--- src/rtl/alu_arbiter.sv ---
// Two-port arbiter in front of the shared 8-bit ALU.
// Issue one cycle, capture next; round-robin or fixed priority.
module alu_arbiter #(
  parameter bit FIXED_PRIORITY = 1'b0
) (
  input  logic       clk,
  input  logic       reset,
  input  logic       req0,
  input  logic [7:0] a0,
  input  logic [7:0] b0,
  input  logic       req1,
  input  logic [7:0] a1,
  input  logic [7:0] b1,
  output logic       gnt0,
  output logic       gnt1,
  output logic       rsp_valid0,
  output logic       rsp_valid1,
  output logic [7:0] rsp_result,
  output logic [1:0] rsp_flags,
  output logic [7:0] alu_operand1,
  output logic [7:0] alu_operand2,
  output logic       alu_sigALUOp,
  input  logic [7:0] alu_result,
  input  logic [1:0] alu_flags
);

  typedef enum logic [1:0] {
    IDLE,
    ISSUE,
    RESP
  } state_e;

  state_e     state_q;
  logic       win_q;
  logic       last_q;
  logic [7:0] op1_q;
  logic [7:0] op2_q;
  logic [7:0] res_q;
  logic [1:0] flg_q;
  logic       gnt0_q;
  logic       gnt1_q;
  logic       rv0_q;
  logic       rv1_q;

  logic       any_req;
  logic       pick;
  logic [7:0] a_sel;
  logic [7:0] b_sel;

  assign any_req = req0 | req1;

  always_comb begin
    pick = 1'b0;
    unique case (1'b1)
      (req0 & req1):
        pick = FIXED_PRIORITY ? 1'b0 : ~last_q;
      (req1 & ~req0):
        pick = 1'b1;
      default:
        pick = 1'b0;
    endcase
  end

  assign a_sel = pick ? a1 : a0;
  assign b_sel = pick ? b1 : b0;

  always_ff @(posedge clk or posedge reset) begin
    if (reset) begin
      state_q <= IDLE;
      win_q   <= 1'b0;
      last_q  <= 1'b1;
      op1_q   <= 8'h00;
      op2_q   <= 8'h00;
      res_q   <= 8'h00;
      flg_q   <= 2'b00;
      gnt0_q  <= 1'b0;
      gnt1_q  <= 1'b0;
      rv0_q   <= 1'b0;
      rv1_q   <= 1'b0;
    end else begin
      gnt0_q <= 1'b0;
      gnt1_q <= 1'b0;
      rv0_q  <= 1'b0;
      rv1_q  <= 1'b0;
      case (state_q)
        IDLE, RESP: begin
          // RESP re-arbitrates so a held req issues back-to-back
          if (any_req) begin
            state_q <= ISSUE;
            win_q   <= pick;
            op1_q   <= a_sel;
            op2_q   <= b_sel;
            gnt0_q  <= ~pick;
            gnt1_q  <= pick;
          end else begin
            state_q <= IDLE;
          end
        end
        ISSUE: begin
          state_q <= RESP;
          res_q   <= alu_result;
          flg_q   <= alu_flags;
          last_q  <= win_q;
          rv0_q   <= ~win_q;
          rv1_q   <= win_q;
        end
        default: begin
          state_q <= IDLE;
        end
      endcase
    end
  end

  assign gnt0         = gnt0_q;
  assign gnt1         = gnt1_q;
  assign rsp_valid0   = rv0_q;
  assign rsp_valid1   = rv1_q;
  assign rsp_result   = res_q;
  assign rsp_flags    = flg_q;
  assign alu_operand1 = op1_q;
  assign alu_operand2 = op2_q;
  assign alu_sigALUOp = 1'b0;

endmodule

--- config.mk ---
export PLATFORM = sky130hd
export DESIGN_NAME = alu_arbiter
export DESIGN_NICKNAME = d
export VERILOG_FILES = /design/src/rtl/alu_arbiter.sv
export SDC_FILE = /design/constraint.sdc
export NUM_CORES = 1
export LEC_CHECK = 0
export ABC_AREA = 1
export CAP_MARGIN = 10
export CORE_ASPECT_RATIO = 0.75
export CORE_MARGIN = 2
export CORE_UTILIZATION = 45
export CTS_BUF_LIST = sky130_fd_sc_hd__clkbuf_8
export CTS_CLUSTER_DIAMETER = 150
export DETAILED_ROUTE_END_ITERATION = 10
export DONT_BUFFER_PORTS = 1
export RECOVER_POWER = 100
export SLEW_MARGIN = 5
export SYNTH_ARGS = -nofsm -noshare
export SYNTH_HDL_FRONTEND = slang
export SYNTH_SLANG_ARGS = --single-unit
export TNS_END_PERCENT = 10
--- constraint.sdc ---
create_clock -name clk -period 1.5 [get_ports clk]
set_clock_uncertainty 0.2 [all_clocks]
set_input_delay 0.15 -clock clk [delete_from_list [all_inputs] [get_ports clk]]
set_output_delay 0.15 -clock clk [all_outputs]
set_load 0.01 [all_outputs]
==> run summary, run 1 <==
The run finished, with violations left. The final reports fail on negative hold slack. The total inserted antenna cells came out at 0. Of the synthesized area, sequential elements account for 0.529. The area fraction in compound gates after synthesis came out at 0.0194. The setup total negative slack came out at 0 ns.

The count of buffers added on input and output ports is 0. Max-cap violations in this run came to 0. Setup violations remaining at the end of the flow were counted as 0. Routability-driven placement finished with a final weighted congestion of roughly 0.78. Before antenna repair, the detailed router went through 4 iterations. The routed via count is between 1000 and 1500. The final number of hold-violating endpoints is 18.

The global-route wire length before repair came out at a little over 6 mm. The simple-gate share of the synthesized area came out at 0.314. A synthesized cell averages a little under 8 um2. The Yosys warning count came out at 0. The via-per-instance ratio is between 4 and 5. The number of ports placed on the die boundary came out at just under 80. The clock reaches the later pin of the worst-skew pair after roughly 0.28 ns. The floorplan step set the die height to 55.8 um. The clock slew seen by the registers of the worst setup and hold paths is ~0.070 ns. The net count after synthesis is ~250. The number of remaining DRC errors is 0. The largest individual stage delay along the critical path comes from the cell dlygate4sd3_1. Based on the critical path, the design can be clocked at up to 720 MHz. The overall die area came out at just over 4000 um2.

The worst-margin pin slew came out at approximately 0.82 ns. The number of antenna violations at the first check in global routing came to 0. By area the synthesized netlist is led by dfrtp_1 51%, nand2_1 18%, nand3_1 9.9%, inv_1 7.9%, dfstp_2 1.6%. The share of cells above drive strength 1 came out at 0.0812. Setup repair after global routing left no endpoint under its margin. The clock passes through at most 2 buffers. The number of sinks handled by clock tree synthesis came out at 34. The setup path with the least slack is of type in2reg. The share of Yosys cell area claimed by the top area cell type came out at 0.513.

The dominant combinational cell family by area after synthesis is simple AND/OR/NAND/NOR gates. The number of global-route vias before repair is 1389. The maximum number of pins on one net before global-route repair came out at 35.

The post-layout instance count excluding filler cells is approximately 270. The post-placement cell count is between 200 and 250. The endpoint identified for the worst register-to-register timing path is rsp_result[3]$_DFFE_PP0N_. The max-slew violation count is 0. Summed over all layers, the global routing overflow is 0. The placeable core region came out at roughly 3400 um2. Dividing total power by cell area gives a power density of between 1000 and 1500 nW/um2.

TritonCTS built the clock tree. For the worst flop-to-flop path, the logic depth is 5. The biggest fanout along the worst timing path came out at 7. At the worst endpoint, the arrival time is 1.40 ns.

Once detail routing completed, the nets flagged for antenna violations numbered 0. The relative max-transition margin came out at 0.456. The total wirelength of the detailed-routed design came out at approximately 3.7 mm. The post-synthesis xor/xnor area fraction came out at 0. The worst hold path belongs to the class in2reg.

In this run the clock root is driven by a clkbuf_8. The number of H-tree levels is 2. The delay of the slowest cell on the worst path came out at a little over 0.6 ns. Summed over all instances, the cell type with the most area after synthesis is dfrtp_1. In this run, the number of DRC markers left after iteration 0 of detailed routing was 91. The worst-case IR drop observed on VDD is about 0.63 mV. The final hold slack came out at -0.248 ns. After detailed routing, the average wire length per cell comes to 13.5 um. The post-synthesis mux area share is 0. The multi-input logic area is 546 um2.

The number of distinct library cell variants in the gate-level netlist after synthesis came out at 19. The number of placement rows is 18. The initial core utilization came out at 0.480. The post-synthesis instance area is approximately 1600 um2. The storage element area is 852 um2. After the last flow step, the layout net total stands at 279. The width of the die came out at between 70 and 80 um. From synthesis to final layout, the design area changed by 21.2%. The worst setup path is captured at a flip-flop.

In the global route stage, overall resource usage came out at 0.198. The path with the worst hold slack has its endpoint at gnt0$_DFF_PP0_. The number of cells on the worst hold path came out at 1.

The clock period minus worst slack is approximately 1.4 ns. The standby leakage power is 1.11 nW. Walking the worst path, the cells encountered are dlygate4sd3_1 > nor2_1 > nor2_2 > clkbuf_1 > nand3_1 > nand2_1.

The register-to-register path setup slack came out at between 0.1 and 0.15 ns. The required time reported for the critical path endpoint is 1.52 ns. The number of clock buffers added by TritonCTS is 5. The number of fillers in the final layout came out at 307. The post-synthesis adder-cell area fraction is 0. The final period utilization is 0.926.

The startpoint of the most critical register-to-register path is state_q[0]$_DFF_PP0_. The gate count of the mapped netlist is approximately 210. The half-perimeter wire length after placement came out at between 2 and 2.5 mm. The worst setup path is launched from an input port. In the layout the commonest cells are 78 x nand2_1, 37 x inv_1, 33 x dfrtp_1.

The startpoint identified for the worst hold timing path is req1. The number of flip-flops and latches in the synthesized netlist came out at 34. Leaving out fill and tap cells, the most frequent cell in the layout is nand2_1.
## final cells by class
class / instances / area share
clock buffer: 5 / 0.0353
clock inverter: 3 / 0.00577
inverter: 36 / 0.0705
multi-input combinational: 125 / 0.279
sequential: 34 / 0.437
tap: 40 / 0.0256
timing repair buffer: 31 / 0.147
## per-stage QoR
stage / utilization / total power, mW / setup WS, ns / cell area (um2)
global placement: 0.484 / 1.80 / 0.126 / 1630
floorplan: - / 1.72 / 0.134 / 1610
CTS: 0.580 / 2.51 / 0.0827 / 1950
finish: 0.582 / 2.47 / 0.111 / 1950
global route: 0.582 / 2.65 / 0.00343 / 1950
detailed placement: 0.484 / 1.83 / 0.0898 / 1630
## metal layers
metal  vias up  share of wire  global-route usage
li1        663              -                   -
met1       640           0.42               0.241
met4         0         0.0011              0.0476
met5         -              0                   0
met2        62           0.49               0.315
met3         2          0.083              0.0942
## registers in the layout, indices dropped and copies added (netlist names), 2 cells and up
| register | count |
|---|---|
| rsp_flags | 2 |
| rsp_result | 8 |
| state_q | 2 |
| alu_operand1 | 8 |
| alu_operand2 | 8 |
## critical path: cells and delay by family
family,cells,cell delay (ns)
buffers and inverters,2,0.89
AND/OR/NAND/NOR,4,0.36
## how the worst max path moves through the flow
stage	from	to
after global placement	last_q$_DFFE_PP1N_	alu_operand1[0]$_DFFE_PP0P_
after floorplan	last_q$_DFFE_PP1N_	alu_operand1[0]$_DFFE_PP0P_
after CTS	last_q$_DFFE_PP1N_	alu_operand1[6]$_DFFE_PP0P_
final	req0	alu_operand1[7]$_DFFE_PP0P_
after detailed placement	last_q$_DFFE_PP1N_	alu_operand1[6]$_DFFE_PP0P_
after global routing	req0	win_q$_DFFE_PP0P_
## logic make-up after synthesis
kind of cell / Yosys count
AO/OA/AOI/OAI: 4
buffers and inverters: 46
flip-flops: 34
other: 1
AND/OR/NAND/NOR: 120
## power by group
part	switching (mW)	internal [mW]	leakage (nW)
Sequential	0.239	1.13	0.415
Combinational	0.291	0.198	0.642
Clock	0.306	0.309	0.0519
## repair_timing
item                                   4_1_cts  5_1_grt
gates resized for setup                      0        1
endpoints found under the hold margin       62       18
setup buffers                                0        0
hold buffers                                24        1
setup endpoints to repair                    0        4
## synthesized netlist by cell type
cell type and instances:
buf_8 1, o21ai_0 2, inv_2 1, buf_4 3, inv_1 34, nand3_1 32, or2_1 1, a21oi_1 1
dfrtp_1 33, buf_6 2, dfstp_2 1, nor2_1 4, conb_1 1, nor2_2 1, nand2_2 4, nand2_1 78
inv_4 1, buf_2 4, o21ai_4 1
Note: power is estimated with default switching activity, not from simulation.
==> inputs of run 2 (changes only) <==
--- a/config.mk
+++ b/config.mk
@@ -14,6 +14,7 @@
 export CTS_CLUSTER_DIAMETER = 150
 export DETAILED_ROUTE_END_ITERATION = 10
 export DONT_BUFFER_PORTS = 1
+export GPL_ROUTABILITY_DRIVEN = 0
 export RECOVER_POWER = 100
 export SLEW_MARGIN = 5
 export SYNTH_ARGS = -nofsm -noshare
==> results of run 2 <==
No change in the layout: final DEF, timing and power equal those of run 1.
